--- src/rtl/vc_switch_allocator_pkg.sv ---
// rtl/vc_switch_allocator_pkg.sv - flit type encodings, FSM states and type helpers shared by the NoC input port
package vc_switch_allocator_pkg;

   localparam logic [1:0] FLIT_BODY      = 2'b00;
   localparam logic [1:0] FLIT_HEAD      = 2'b01;
   localparam logic [1:0] FLIT_TAIL      = 2'b10;
   localparam logic [1:0] FLIT_HEAD_TAIL = 2'b11;

   typedef enum logic {
      ST_IDLE = 1'b0,
      ST_BUSY = 1'b1
   } state_e;

   function automatic logic is_head(input logic [1:0] ftype);
      return (ftype == FLIT_HEAD) || (ftype == FLIT_HEAD_TAIL);
   endfunction

   function automatic logic is_tail(input logic [1:0] ftype);
      return (ftype == FLIT_TAIL) || (ftype == FLIT_HEAD_TAIL);
   endfunction

endpackage

--- src/rtl/vc_switch_allocator_rr_arbiter.sv ---
// rtl/vc_switch_allocator_rr_arbiter.sv - combinational round-robin pick: first requester at or after ptr_i
// Kept generic so the output-port allocator can reuse it.
module rr_arbiter #(
   parameter int N    = 4,
   parameter int ID_W = 2
) (
   input  logic [N-1:0]    req_i,
   input  logic [ID_W-1:0] ptr_i,
   output logic [N-1:0]    gnt_o,
   output logic [ID_W-1:0] gnt_id_o,
   output logic            gnt_vld_o
);

   logic            found;
   logic [ID_W-1:0] idx;

   always_comb begin
      gnt_o    = '0;
      gnt_id_o = '0;
      found    = 1'b0;
      idx      = '0;
      for (int k = 0; k < N; k++) begin
         idx = ID_W'((int'(ptr_i) + k) % N);
         if (!found && req_i[idx]) begin
            found      = 1'b1;
            gnt_o[idx] = 1'b1;
            gnt_id_o   = idx;
         end
      end
   end

   assign gnt_vld_o = |req_i;

endmodule

--- src/rtl/vc_switch_allocator.sv ---
// rtl/vc_switch_allocator.sv - wormhole switch allocator sharing one output port between N_VC virtual channels
// Grant is locked to one VC from header arbitration until its tail flit transfers.
module vc_switch_allocator
   import vc_switch_allocator_pkg::*;
#(
   parameter int N_VC    = 4,
   parameter int VC_ID_W = 2,
   parameter int DATA_W  = 10
) (
   input  logic                     clk_i,
   input  logic                     rst_ni,
   input  logic [N_VC*DATA_W-1:0]   flit_i,
   input  logic [N_VC-1:0]          flit_vld_i,
   input  logic                     out_rdy_i,
   output logic [N_VC-1:0]          chan_alloc_o,
   output logic [N_VC-1:0]          chan_rdy_o,
   output logic [DATA_W-1:0]        data_o,
   output logic                     data_vld_o,
   output logic [VC_ID_W-1:0]       grant_id_o,
   output logic                     busy_o,
   output logic                     err_o
);

   state_e               state_q, state_d;
   logic [N_VC-1:0]      grant_q, grant_d;
   logic [VC_ID_W-1:0]   grant_id_q, grant_id_d;
   logic [VC_ID_W-1:0]   rr_ptr_q, rr_ptr_d;
   logic                 first_q, first_d;
   logic                 err_q, err_d;

   logic [N_VC-1:0]      req;
   logic [N_VC-1:0]      arb_gnt;
   logic [VC_ID_W-1:0]   arb_id;
   logic                 arb_vld;
   logic [DATA_W-1:0]    sel_flit;
   logic [1:0]           sel_type;
   logic                 sel_vld;
   logic                 xfer;

   always_comb begin
      req = '0;
      for (int i = 0; i < N_VC; i++) begin
         req[i] = flit_vld_i[i] & is_head(flit_i[i*DATA_W + DATA_W - 2 +: 2]);
      end
   end

   rr_arbiter #(
      .N    (N_VC),
      .ID_W (VC_ID_W)
   ) u_rr_arbiter (
      .req_i     (req),
      .ptr_i     (rr_ptr_q),
      .gnt_o     (arb_gnt),
      .gnt_id_o  (arb_id),
      .gnt_vld_o (arb_vld)
   );

   assign sel_flit = flit_i[int'(grant_id_q)*DATA_W +: DATA_W];
   assign sel_type = sel_flit[DATA_W-1 -: 2];
   assign sel_vld  = flit_vld_i[grant_id_q];

   always_comb begin
      state_d    = state_q;
      grant_d    = grant_q;
      grant_id_d = grant_id_q;
      rr_ptr_d   = rr_ptr_q;
      first_d    = first_q;
      err_d      = 1'b0;
      data_o     = '0;
      data_vld_o = 1'b0;
      chan_rdy_o = '0;
      xfer       = 1'b0;
      case (state_q)
         ST_IDLE: begin
            if (arb_vld) begin
               state_d    = ST_BUSY;
               grant_d    = arb_gnt;
               grant_id_d = arb_id;
               rr_ptr_d   = (arb_id == VC_ID_W'(N_VC - 1)) ? '0 : arb_id + 1'b1;
               first_d    = 1'b1;
            end
         end
         ST_BUSY: begin
            data_o     = sel_flit;
            data_vld_o = sel_vld;
            chan_rdy_o = grant_q & {N_VC{out_rdy_i}};
            xfer       = sel_vld & out_rdy_i;
            if (xfer) begin
               first_d = 1'b0;
               // A header after the packet's first flit is a protocol error; the grant is still honoured.
               err_d   = is_head(sel_type) & ~first_q;
               if (is_tail(sel_type)) begin
                  state_d    = ST_IDLE;
                  grant_d    = '0;
                  grant_id_d = '0;
               end
            end
         end
         default: state_d = ST_IDLE;
      endcase
   end

   always_ff @(posedge clk_i or negedge rst_ni) begin
      if (!rst_ni) begin
         state_q    <= ST_IDLE;
         grant_q    <= '0;
         grant_id_q <= '0;
         rr_ptr_q   <= '0;
         first_q    <= 1'b0;
         err_q      <= 1'b0;
      end else begin
         state_q    <= state_d;
         grant_q    <= grant_d;
         grant_id_q <= grant_id_d;
         rr_ptr_q   <= rr_ptr_d;
         first_q    <= first_d;
         err_q      <= err_d;
      end
   end

   assign chan_alloc_o = grant_q;
   assign grant_id_o   = grant_id_q;
   assign busy_o       = (state_q == ST_BUSY);
   assign err_o        = err_q;

endmodule
--- config.mk ---
export PLATFORM = sky130hd
export DESIGN_NAME = vc_switch_allocator
export DESIGN_NICKNAME = d
export VERILOG_FILES = /design/src/rtl/vc_switch_allocator_pkg.sv /design/src/rtl/vc_switch_allocator_rr_arbiter.sv /design/src/rtl/vc_switch_allocator.sv
export SDC_FILE = /design/constraint.sdc
export NUM_CORES = 1
export LEC_CHECK = 0
export CAP_MARGIN = 40
export CORE_MARGIN = 3
export CORE_UTILIZATION = 35
export DETAILED_ROUTE_END_ITERATION = 7
export PLACE_DENSITY = 0.75
export SYNTH_ARGS = -nofsm -noshare
export SYNTH_HDL_FRONTEND = slang
export SYNTH_SLANG_ARGS = --single-unit
export TNS_END_PERCENT = 50
--- constraint.sdc ---
create_clock -name clk_i -period 5.7 [get_ports clk_i]
set_input_delay 0.57 -clock clk_i [delete_from_list [all_inputs] [get_ports clk_i]]
set_output_delay 0.57 -clock clk_i [all_outputs]
set_load 0.03 [all_outputs]
==> flow_summary.json <==
{
  "final_util_pct": 56.9,
  "drive_gt1_share_pct": 12.6,
  "cts_tree": "built",
  "final_common_cell": "clkdlybuf4s50_1",
  "drtIter0Drc": 76,
  "drcViolationCount": 0,
  "synth_cell_types": 46,
  "dr.pass1.iters": 4,
  "port_buffers": 69,
  "outcome": "finished, final reports clean",
  "net-switching-power_mw": 0.488,
  "path_max_fanout": 13,
  "grt_max_degree": 22,
  "pwr-share-comb_pct": 72.8,
  "most-common-layout-cells": "clkdlybuf4s50_1 (69), and2_1 (23), mux4_2 (12), nand2_1 (11), dfrtp_1 (11)",
  "clk_latency_ps": 230,
  "finalCriticalPeriod_ps": 3070,
  "synth_area_sq_mm": 0.00142,
  "arrival_ps": 2500,
  "p_leak_nw": 0.809,
  "num_rows": 22,
  "p_clk_share_pct": 7.7,
  "finalHoldViolCount": 0,
  "place_congestion": 0.882,
  "end_kind": "output pin",
  "die_h_um": 69.6,
  "path_cells": "mux4_1 > and2_1 > clkdlybuf4s50_1",
  "async_flop_share_pct": 100,
  "antenna_found_initial": 0,
  "hold_path.class": "reg -> reg",
  "peakVddDrop_v": 0.000166,
  "netlist_instances": 141,
  "rsz0062_at_grt": "false",
  "grt_usage_pct": 16.9,
  "worst_clock_skew_ps": 1.51,
  "slowest_delay_ps": 770,
  "cts-root-buf": "clkbuf_8",
  "synth_enable_flop_cells": 0,
  "postRouteAntennaNets": 0,
  "ctsResizeCount": 0,
  "grt_pass1_vias": 1372,
  "path_delay_family": "flip-flops",
  "postCtsHoldBufs": 0,
  "initial_utilization_pct": 37.6,
  "grt_pass1_wl_mm": 6.78,
  "dp_hpwl_mm": 3.30,
  "vias_per_cell": 5.61,
  "fin_nets": 262,
  "ys_seq_elements": 11,
  "synth_nets": 196,
  "vias": 1426,
  "setup_violations": 0,
  "clkTransAtPathRegs_ps": 50,
  "min_period_over_period_pct": 53.9,
  "crit_buf_inv": 1,
  "startpoint_type": "flip-flop",
  "criticalPathCategory": "reg -> out",
  "final_max_slew_viol_count": 0,
  "gr-total-overflow": 0,
  "die_w_um": 69.6,
  "cts.sinks": 11,
  "io_pins": 70,
  "p_sw_share_pct": 49.1,
  "place_area_sq_mm": 0.00210,
  "cpMaxStageDelayCell": "dfrtp_1",
  "slew_headroom_pct": 54.7,
  "yosysWarnings": 0,
  "core_sq_mm": 0.00377,
  "yosysSeqAreaShare_pct": 19.4,
  "crit_required_ps": 5130,
  "stdcell_area_sq_mm": 0.00214,
  "area_growth_pct": 51.4,
  "max_cap_viol_count": 0,
  "cts_buffers": 3,
  "clock_path_buffers": 2,
  "yosys_most_used_dff": "dfrtp_1",
  "diodes": 0,
  "post-cts-setup-buffers": 0,
  "finalWirelength_mm": 4.08,
  "internal_power_mw": 0.507,
  "tns_ps": 0,
  "fmax_mhz": 326,
  "p_seq_share_pct": 19.5,
  "cellPowerDensity_mw_per_mm2": 464,
  "syn_area_per_cell_sq_um": 10.0,
  "cts_max_level": 1,
  "wl_per_cell_um": 16.0,
  "worst_slew_pin_slew_ps": 679,
  "dieArea_sq_mm": 0.00485
}
==> per-stage QoR <==
| stage | hold WS (ps) | worst slack (ps) | power (mW) | std cells |
|---|---|---|---|---|
| floorplan | 274 | 3390 | 0.712 | 141 |
| global placement | 461 | 2730 | 0.910 | 250 |
| detailed placement | 442 | 2710 | 0.919 | 250 |
| CTS | 451 | 2590 | 1.00 | 254 |
| global route | 474 | 2470 | 1.07 | 254 |
| finish | 460 | 2630 | 0.995 | 254 |
==> power groups by stage <==
stage	Clock [mW]	Sequential, mW	Combinational (mW)
floorplan	0	0.184	0.528
global placement	0	0.195	0.715
CTS	0.0784	0.196	0.726
finish	0.0768	0.194	0.724
global route	0.0822	0.206	0.780
detailed placement	0	0.197	0.722
==> per-layer routing <==
layer	vias to the layer above	wire length, um	global-route usage (%)
met3	4	171	2.03
met1	703	1740	23.8
met4	0	42	4.68
met2	40	2120	27.3
met5	-	0	0
li1	679	-	-
==> Yosys cell counts (3+ instances only) <==
master / number / area, sq um
a221oi_1: 5 / 43.8
a31o_1: 4 / 35.0
and2_1: 23 / 144
and3_1: 4 / 25.0
clkbuf_1: 3 / 11.3
dfrtp_1: 11 / 275
ha_1: 8 / 100
mux4_2: 12 / 270
nand2_1: 11 / 41.3
nand3_1: 4 / 20.0
nand4_1: 3 / 18.8
nor2_1: 5 / 18.8
nor3_1: 4 / 20.0
o211ai_1: 3 / 22.5
o21ai_1: 4 / 20.0
==> state kept, by name, indices dropped and copies added, names as in the netlist <==
name	count
chan_alloc_o	4
grant_id_o	2
rr_ptr_q	2
busy_o	1
err_o	1
first_q	1
==> kinds of logic (layout without fill, tap and decap cells) <==
| family | Yosys count | after routing | share of synthesized area (%) |
|---|---|---|---|
| simple gates | 64 | 64 | 26.4 |
| compound gates | 34 | 34 | 18.8 |
| mux | 14 | 14 | 22.8 |
| flops | 11 | 11 | 19.4 |
| buf+inv | 10 | 75 | 5.48 |
| fa+ha+maj | 8 | 8 | 7.07 |
==> worst reg2reg max path: stages, from the launching register on <==
cell and delay (ps):
dfrtp_1 730, inv_2 230, ha_1 520, mux4_2 390, nor3b_4 330, a2bb2oi_2 230, nand3_1 140, a21boi_1 150
==> final timing paths <==
| check | to | start | slack [ps] | cells after the start |
|---|---|---|---|---|
| worst min-delay path | err_o | first_q | 460 | 1 |
| min in group asynchronous | err_o | rst_ni | 670 | 1 |
| worst min register to register | err_o | first_q | 460 | 1 |
| worst max register to register | rr_ptr_q[0] | rr_ptr_q[0] | 2870 | 7 |
| max in group asynchronous | rr_ptr_q[0] | rst_ni | 4710 | 1 |
| worst max-delay path | data_vld_o | grant_id_o[0] | 2630 | 3 |
==> area by class of cell <==
| cell class | count | area, sq um |
|---|---|---|
| Fill cell | 343 | 1630 |
| Inverter | 2 | 10.0 |
| Timing Repair Buffer | 69 | 691 |
| Clock buffer | 4 | 45.0 |
| Sequential cell | 11 | 275 |
| Multi-Input combinational cell | 120 | 1060 |
| Tap cell | 48 | 60.1 |
Note: power is estimated with default switching activity, not from simulation.
